$ cat config.mk
export PLATFORM = sky130hd
export DESIGN_NAME = bcd_mmss_timer
export DESIGN_NICKNAME = d
export VERILOG_FILES = /design/src/rtl/timer_pkg.sv /design/src/rtl/bcd_mod60.sv /design/src/rtl/bcd_mmss_timer.sv
export SDC_FILE = /design/constraint.sdc
export NUM_CORES = 1
export LEC_CHECK = 0
export CORE_UTILIZATION = 50
export CTS_BUF_LIST = sky130_fd_sc_hd__clkbuf_4
export DETAILED_ROUTE_END_ITERATION = 10
export GPL_TIMING_DRIVEN = 0
export PLACE_DENSITY = 0.75
export SETUP_SLACK_MARGIN = 0.1
export SLEW_MARGIN = 20
export SYNTH_ARGS = -nofsm -noshare
export SYNTH_HDL_FRONTEND = slang
export SYNTH_SLANG_ARGS = --single-unit
export TNS_END_PERCENT = 20
$ cat constraint.sdc
create_clock -name clk_dv -period 1.58 [get_ports clk_dv]
set_input_delay 0.237 -clock clk_dv [delete_from_list [all_inputs] [get_ports clk_dv]]
set_output_delay 0.237 -clock clk_dv [all_outputs]
set_load 0.03 [all_outputs]
$ cat src/rtl/timer_pkg.sv
// Shared types and constants for the MM:SS stopwatch.
package timer_pkg;

    typedef enum logic [1:0] {
        IDLE  = 2'd0,
        RUN   = 2'd1,
        PAUSE = 2'd2,
        ADJ   = 2'd3
    } timer_state_t;

    // Code the display stage shows as a dark digit
    localparam logic [3:0] BLANK_DIGIT    = 4'hF;
    localparam logic [3:0] DIGIT_MAX_ONES = 4'd9;
    localparam logic [3:0] DIGIT_MAX_TENS = 4'd5;

endpackage

$ cat src/rtl/bcd_mod60.sv
// Two-digit BCD counter 00..59 with synchronous clear; one per time field.
module bcd_mod60
    import timer_pkg::*;
(
    input  logic       clk_dv,
    input  logic       reset,
    input  logic       inc,
    input  logic       clr,
    output logic [3:0] ones,
    output logic [3:0] tens,
    output logic       carry
);

    logic ones_max;
    logic tens_max;

    assign ones_max = (ones == DIGIT_MAX_ONES);
    assign tens_max = (tens == DIGIT_MAX_TENS);

    // Carry out of the field: an increment arriving while the field reads 59
    assign carry = inc && ones_max && tens_max;

    // Digit registers; clear wins over increment
    always_ff @(posedge clk_dv or posedge reset) begin
        if (reset) begin
            ones <= '0;
            tens <= '0;
        end else if (clr) begin
            ones <= '0;
            tens <= '0;
        end else if (inc) begin
            if (ones_max) begin
                ones <= '0;
                tens <= tens_max ? 4'd0 : tens + 4'd1;
            end else begin
                ones <= ones + 4'd1;
            end
        end
    end

endmodule

$ cat src/rtl/bcd_mmss_timer.sv
// MM:SS stopwatch: run/pause/clear/adjust FSM, one-second prescaler,
// adjust-mode blink and BCD digit outputs for the anode-cycling display.
module bcd_mmss_timer
    import timer_pkg::*;
#(
    parameter int unsigned TICK_DIV  = 100,
    parameter int unsigned BLINK_DIV = 50
) (
    input  logic       clk_dv,
    input  logic       reset,
    input  logic       btn_run,
    input  logic       btn_clr,
    input  logic       adj_en,
    input  logic       adj_sel,
    input  logic       adj_inc,
    output logic [3:0] d0,
    output logic [3:0] d1,
    output logic [3:0] d2,
    output logic [3:0] d3,
    output logic       running,
    output logic       wrap
);

    localparam int TW = (TICK_DIV  > 1) ? $clog2(TICK_DIV)  : 1;
    localparam int BW = (BLINK_DIV > 1) ? $clog2(BLINK_DIV) : 1;
    localparam logic [TW-1:0] TICK_LAST  = TW'(TICK_DIV - 1);
    localparam logic [BW-1:0] BLINK_LAST = BW'(BLINK_DIV - 1);

    timer_state_t  state, state_nx;

    logic          run_q, clr_q, inc_q;
    logic          run_ev, clr_ev, inc_ev;

    logic [TW-1:0] presc, presc_nx;
    logic [BW-1:0] blink_cnt, blink_nx;
    logic          phase, phase_nx;
    logic          blank_sec, blank_min;

    logic          tick;
    logic          sec_inc, min_inc;
    logic          sec_carry, min_carry;
    logic          wrap_nx;
    logic [3:0]    s_ones, s_tens, m_ones, m_tens;

    // Edge-detector history; resets high so a level held through reset is no event
    always_ff @(posedge clk_dv or posedge reset) begin
        if (reset) begin
            run_q <= 1'b1;
            clr_q <= 1'b1;
            inc_q <= 1'b1;
        end else begin
            run_q <= btn_run;
            clr_q <= btn_clr;
            inc_q <= adj_inc;
        end
    end

    assign run_ev = btn_run & ~run_q;
    assign clr_ev = btn_clr & ~clr_q;
    assign inc_ev = adj_inc & ~inc_q;

    // One-second tick only exists while running
    assign tick = (state == RUN) && (presc == TICK_LAST);

    // Seconds advance on tick or a manual bump; minutes take the seconds carry
    // only while running, so adjusting never carries between fields
    assign sec_inc = tick || ((state == ADJ) && inc_ev && !adj_sel);
    assign min_inc = ((state == RUN) && sec_carry) ||
                     ((state == ADJ) && inc_ev && adj_sel);

    bcd_mod60 u_sec (
        .clk_dv (clk_dv),
        .reset  (reset),
        .inc    (sec_inc),
        .clr    (clr_ev),
        .ones   (s_ones),
        .tens   (s_tens),
        .carry  (sec_carry)
    );

    bcd_mod60 u_min (
        .clk_dv (clk_dv),
        .reset  (reset),
        .inc    (min_inc),
        .clr    (clr_ev),
        .ones   (m_ones),
        .tens   (m_tens),
        .carry  (min_carry)
    );

    // State register
    always_ff @(posedge clk_dv or posedge reset) begin
        if (reset) state <= IDLE;
        else       state <= state_nx;
    end

    // Next state; clear overrides every other event
    always_comb begin
        state_nx = state;
        if (clr_ev) begin
            state_nx = IDLE;
        end else begin
            case (state)
                IDLE: begin
                    if (run_ev)      state_nx = RUN;
                    else if (adj_en) state_nx = ADJ;
                end
                RUN: begin
                    if (run_ev)      state_nx = PAUSE;
                end
                PAUSE: begin
                    if (run_ev)      state_nx = RUN;
                    else if (adj_en) state_nx = ADJ;
                end
                ADJ: begin
                    if (!adj_en)     state_nx = PAUSE;
                end
                default:             state_nx = IDLE;
            endcase
        end
    end

    // Prescaler and blink next values; pause keeps the partial second
    always_comb begin
        presc_nx = presc;
        blink_nx = '0;
        phase_nx = 1'b0;
        if (clr_ev) begin
            presc_nx = '0;
        end else begin
            if (state == RUN)
                presc_nx = tick ? '0 : presc + TW'(1);
            else if ((state == ADJ) && !adj_en)
                presc_nx = '0;

            // Blink restarts in the dark phase each time adjust is entered
            if (state == ADJ) begin
                if (blink_cnt == BLINK_LAST) begin
                    blink_nx = '0;
                    phase_nx = ~phase;
                end else begin
                    blink_nx = blink_cnt + BW'(1);
                    phase_nx = phase;
                end
            end
        end
    end

    // Only a 59:59 -> 00:00 rollover in RUN counts as a wrap
    assign wrap_nx = (state == RUN) && min_carry && !clr_ev;

    // Prescaler, blink, blanking selects and status outputs
    always_ff @(posedge clk_dv or posedge reset) begin
        if (reset) begin
            presc     <= '0;
            blink_cnt <= '0;
            phase     <= 1'b0;
            blank_sec <= 1'b0;
            blank_min <= 1'b0;
            running   <= 1'b0;
            wrap      <= 1'b0;
        end else begin
            presc     <= presc_nx;
            blink_cnt <= blink_nx;
            phase     <= phase_nx;
            blank_sec <= (state_nx == ADJ) && !phase_nx && !adj_sel;
            blank_min <= (state_nx == ADJ) && !phase_nx &&  adj_sel;
            running   <= (state_nx == RUN);
            wrap      <= wrap_nx;
        end
    end

    // Blanking mux: both data and select come straight from flops
    assign d0 = blank_sec ? BLANK_DIGIT : s_ones;
    assign d1 = blank_sec ? BLANK_DIGIT : s_tens;
    assign d2 = blank_min ? BLANK_DIGIT : m_ones;
    assign d3 = blank_min ? BLANK_DIGIT : m_tens;

endmodule

==> impl_metrics.csv <==
group,metric,value,unit
global_route,grt_max_degree,25,
logic_synthesis,synth_edf_count,0,
layout,fin_nets,301,
timing,hold_viol,0,
floorplanning,die_w,68.8,um
routing,drt_wl_total,5.10,mm
floorplanning,die_y,68.8,um
cts,htreeDepth,2,
cts,cts_num_sinks,39,
critical_path,startpoint_type,"flop",
floorplanning,initial_core_util,53.8,%
cts,clock_path_buffers,2,
floorplanning,rows,23,
logic_synthesis,synthArstFlopShare,100,%
min_path,hp-class,"in2async",
run,cap_violations,0,
global_route,antenna_found_initial,0,
pwr,p_per_area,745,nW/um2
timing,rsz0062_at_grt,"yes",
timing,setup_tns,-2.51,ns
place,gp_congestion,0.745,
layout,n_antenna_cell,0,
floorplanning,coreArea,4140,um2
pwr,vdd_drop_max,0.000579,V
layout,final_common_cell,"dfrtp_1",
cts,cts_tree,"done",
routing,via_per_inst,5.75,
cts,cts_buffers,5,
timing,max_freq,571,MHz
timing,period_needed,1.75,ns
timing,worst_slack,-0.172,ns
global_route,grt_use_total,25.1,%
timing,worstMarginPinSlew,0.467,ns
logic_synthesis,ys.flop_type,"dfrtp_1",
timing,slew_headroom,68.9,%
critical_path,end_kind,"flop",
logic_synthesis,synth_area,2230,um2
layout,syn2layout_area_growth,30.2,%
run_status,violations,"negative setup slack",
timing,fin_hold_ws,0.165,ns
floorplanning,dieArea,4730,um2
critical_path,crit_path_max_fanout,5,
logic_synthesis,yosys_warnings,0,
timing,setup_viol,28,
routing,drt-initial-drc-count,180,
routing,drtAntennaViolNets,0,
logic_synthesis,ys_seq_area_share,44.0,%
logic_synthesis,synth_seq_cells,39,
timing,finClkSkew,0.0116,ns
cts,cts.clk_slew.worst_paths,0.12,ns
place,place_area,2560,um2
run_status,outcome,"finished with violations",
global_route,grt_pass1_vias,1845,
global_route,grt_pass1_wl,8.56,mm
timing,slew_viol_final,0,
pwr,p_leak,1.37,nW
critical_path,cp.required,1.87,ns
routing,vias,1922,
routing,drc,0,
pwr,power.total,2.16,mW
critical_path,path_class,"reg2reg",
timing,period_share,111,%
place,numPortBuffers,24,
routing,dr.pass1.iters,5,
place,hpwl,3.13,mm
logic_synthesis,synth_cell_type_count,52,
logic_synthesis,syn_nets,245,
cts,root_buffer,"clkbuf_4",
layout,post-route-cell-area,2900,um2
logic_synthesis,syn_inst,227,
floorplanning,io-pin-count,25,
routing,routedWlPerCell,15.3,um
cts,clk_latency,0.35,ns
logic_synthesis,avgSynthCellArea,9.82,um2
layout,final_cell_mix,"dfrtp_1 (35), buf_4 (21), nand2_1 (17), a21oi_1 (17), buf_6 (14)",
place,pre_cts_slack,-0.516,ns
critical_path,worstPathArrival,2.04,ns
global_route,grt-ovfl-total,0,
layout,drive_above_1_share,31.7,%
## synthesized netlist by cell type, types with 4 or more instances
cell type  number  area (um2)
o21ai_0         8        40.0
clkbuf_1        4        15.0
mux2i_1         6        60.1
nand2_1        17        63.8
nor3_1          5        25.0
or2_2          16         100
a21oi_1        18        90.1
nor2_1         12        45.0
inv_1          11        41.3
nand3_1        11        55.1
dfrtp_1        36         901
ha_1           11         138
a211oi_1        4        30.0
or3_1           8        50.1
nor2b_1         4        25.0
## kinds of logic after synthesis
kind of cell	synth area share, %
muxes	3.20
adders and majority gates	6.18
DFF	44.0
buffers and inverters	4.10
xor gates and xnor gates	1.97
AOI/OAI and AO/OA	14.7
and+or+nand+nor	25.9
## power breakdown
part / switching (mW) / internal, mW / total (mW)
combinational: 0.295 / 0.252 / 0.546
sequential: 0.0439 / 1.05 / 1.09
clock: 0.337 / 0.185 / 0.522
## registers in the layout, summed over array words and instances (netlist names), 2 cells and up
register,cells
u_sec.ones,4
u_sec.tens,4
state,2
presc,7
u_min.tens,4
blink_cnt,6
u_min.ones,4
## through the flow
step	instances	utilization, %
detailed placement	302	61.7
global route	334	70.0
CTS	329	68.2
global placement	301	61.2
finish	334	70.0
floorplan	227	-
## worst paths after layout
path,from,to,slack (ns),cells past startpoint
max reg2reg,u_sec.tens[1],u_min.tens[1],-0.17,7
min reg2reg,blink_cnt[0],blink_cnt[0],0.51,1
min,reset,u_sec.tens[1],0.16,2
max in group asynchronous,reset,clr_q,0.90,3
min in group clk_dv,btn_run,run_q,0.30,1
max,u_sec.tens[1],u_min.tens[1],-0.17,7
## layer usage
| layer | share of wire, % | global-route usage (%) | vias up |
|---|---|---|---|
| met2 | 49 | 40.2 | 52 |
| li1 | - | - | 927 |
| met4 | 1.1 | 12.5 | 0 |
| met1 | 45 | 32.0 | 937 |
| met5 | 0 | 0 | - |
| met3 | 5.1 | 5.10 | 6 |
## final cells by class
type                            instances  area (um2)
Fill cell                             345        1240
Buffer                                  8        61.3
Timing Repair Buffer                   49         452
Sequential cell                        39         981
Inverter                               11        41.3
Multi-Input combinational cell        169        1250
Clock buffer                            6        45.0
Clock inverter                          2        8.76
Tap cell                               50        62.6
## what timing repair did
action	in CTS	in global routing
endpoints found under the setup margin	50	46
cloned	1	0
hold buffers	0	0
resized for setup	90	12
buffers inserted	18	5
pin swaps	4	9
## worst max-delay path, stage by stage, from the launching register on
cell	delay, ns
dfrtp_1	0.44
inv_1	0.07
ha_1	0.16
and4bb_1	0.24
nand4_4	0.14
buf_6	0.16
a2111o_1	0.35
a21oi_1	0.13
Power figures use the tool's default switching activity.
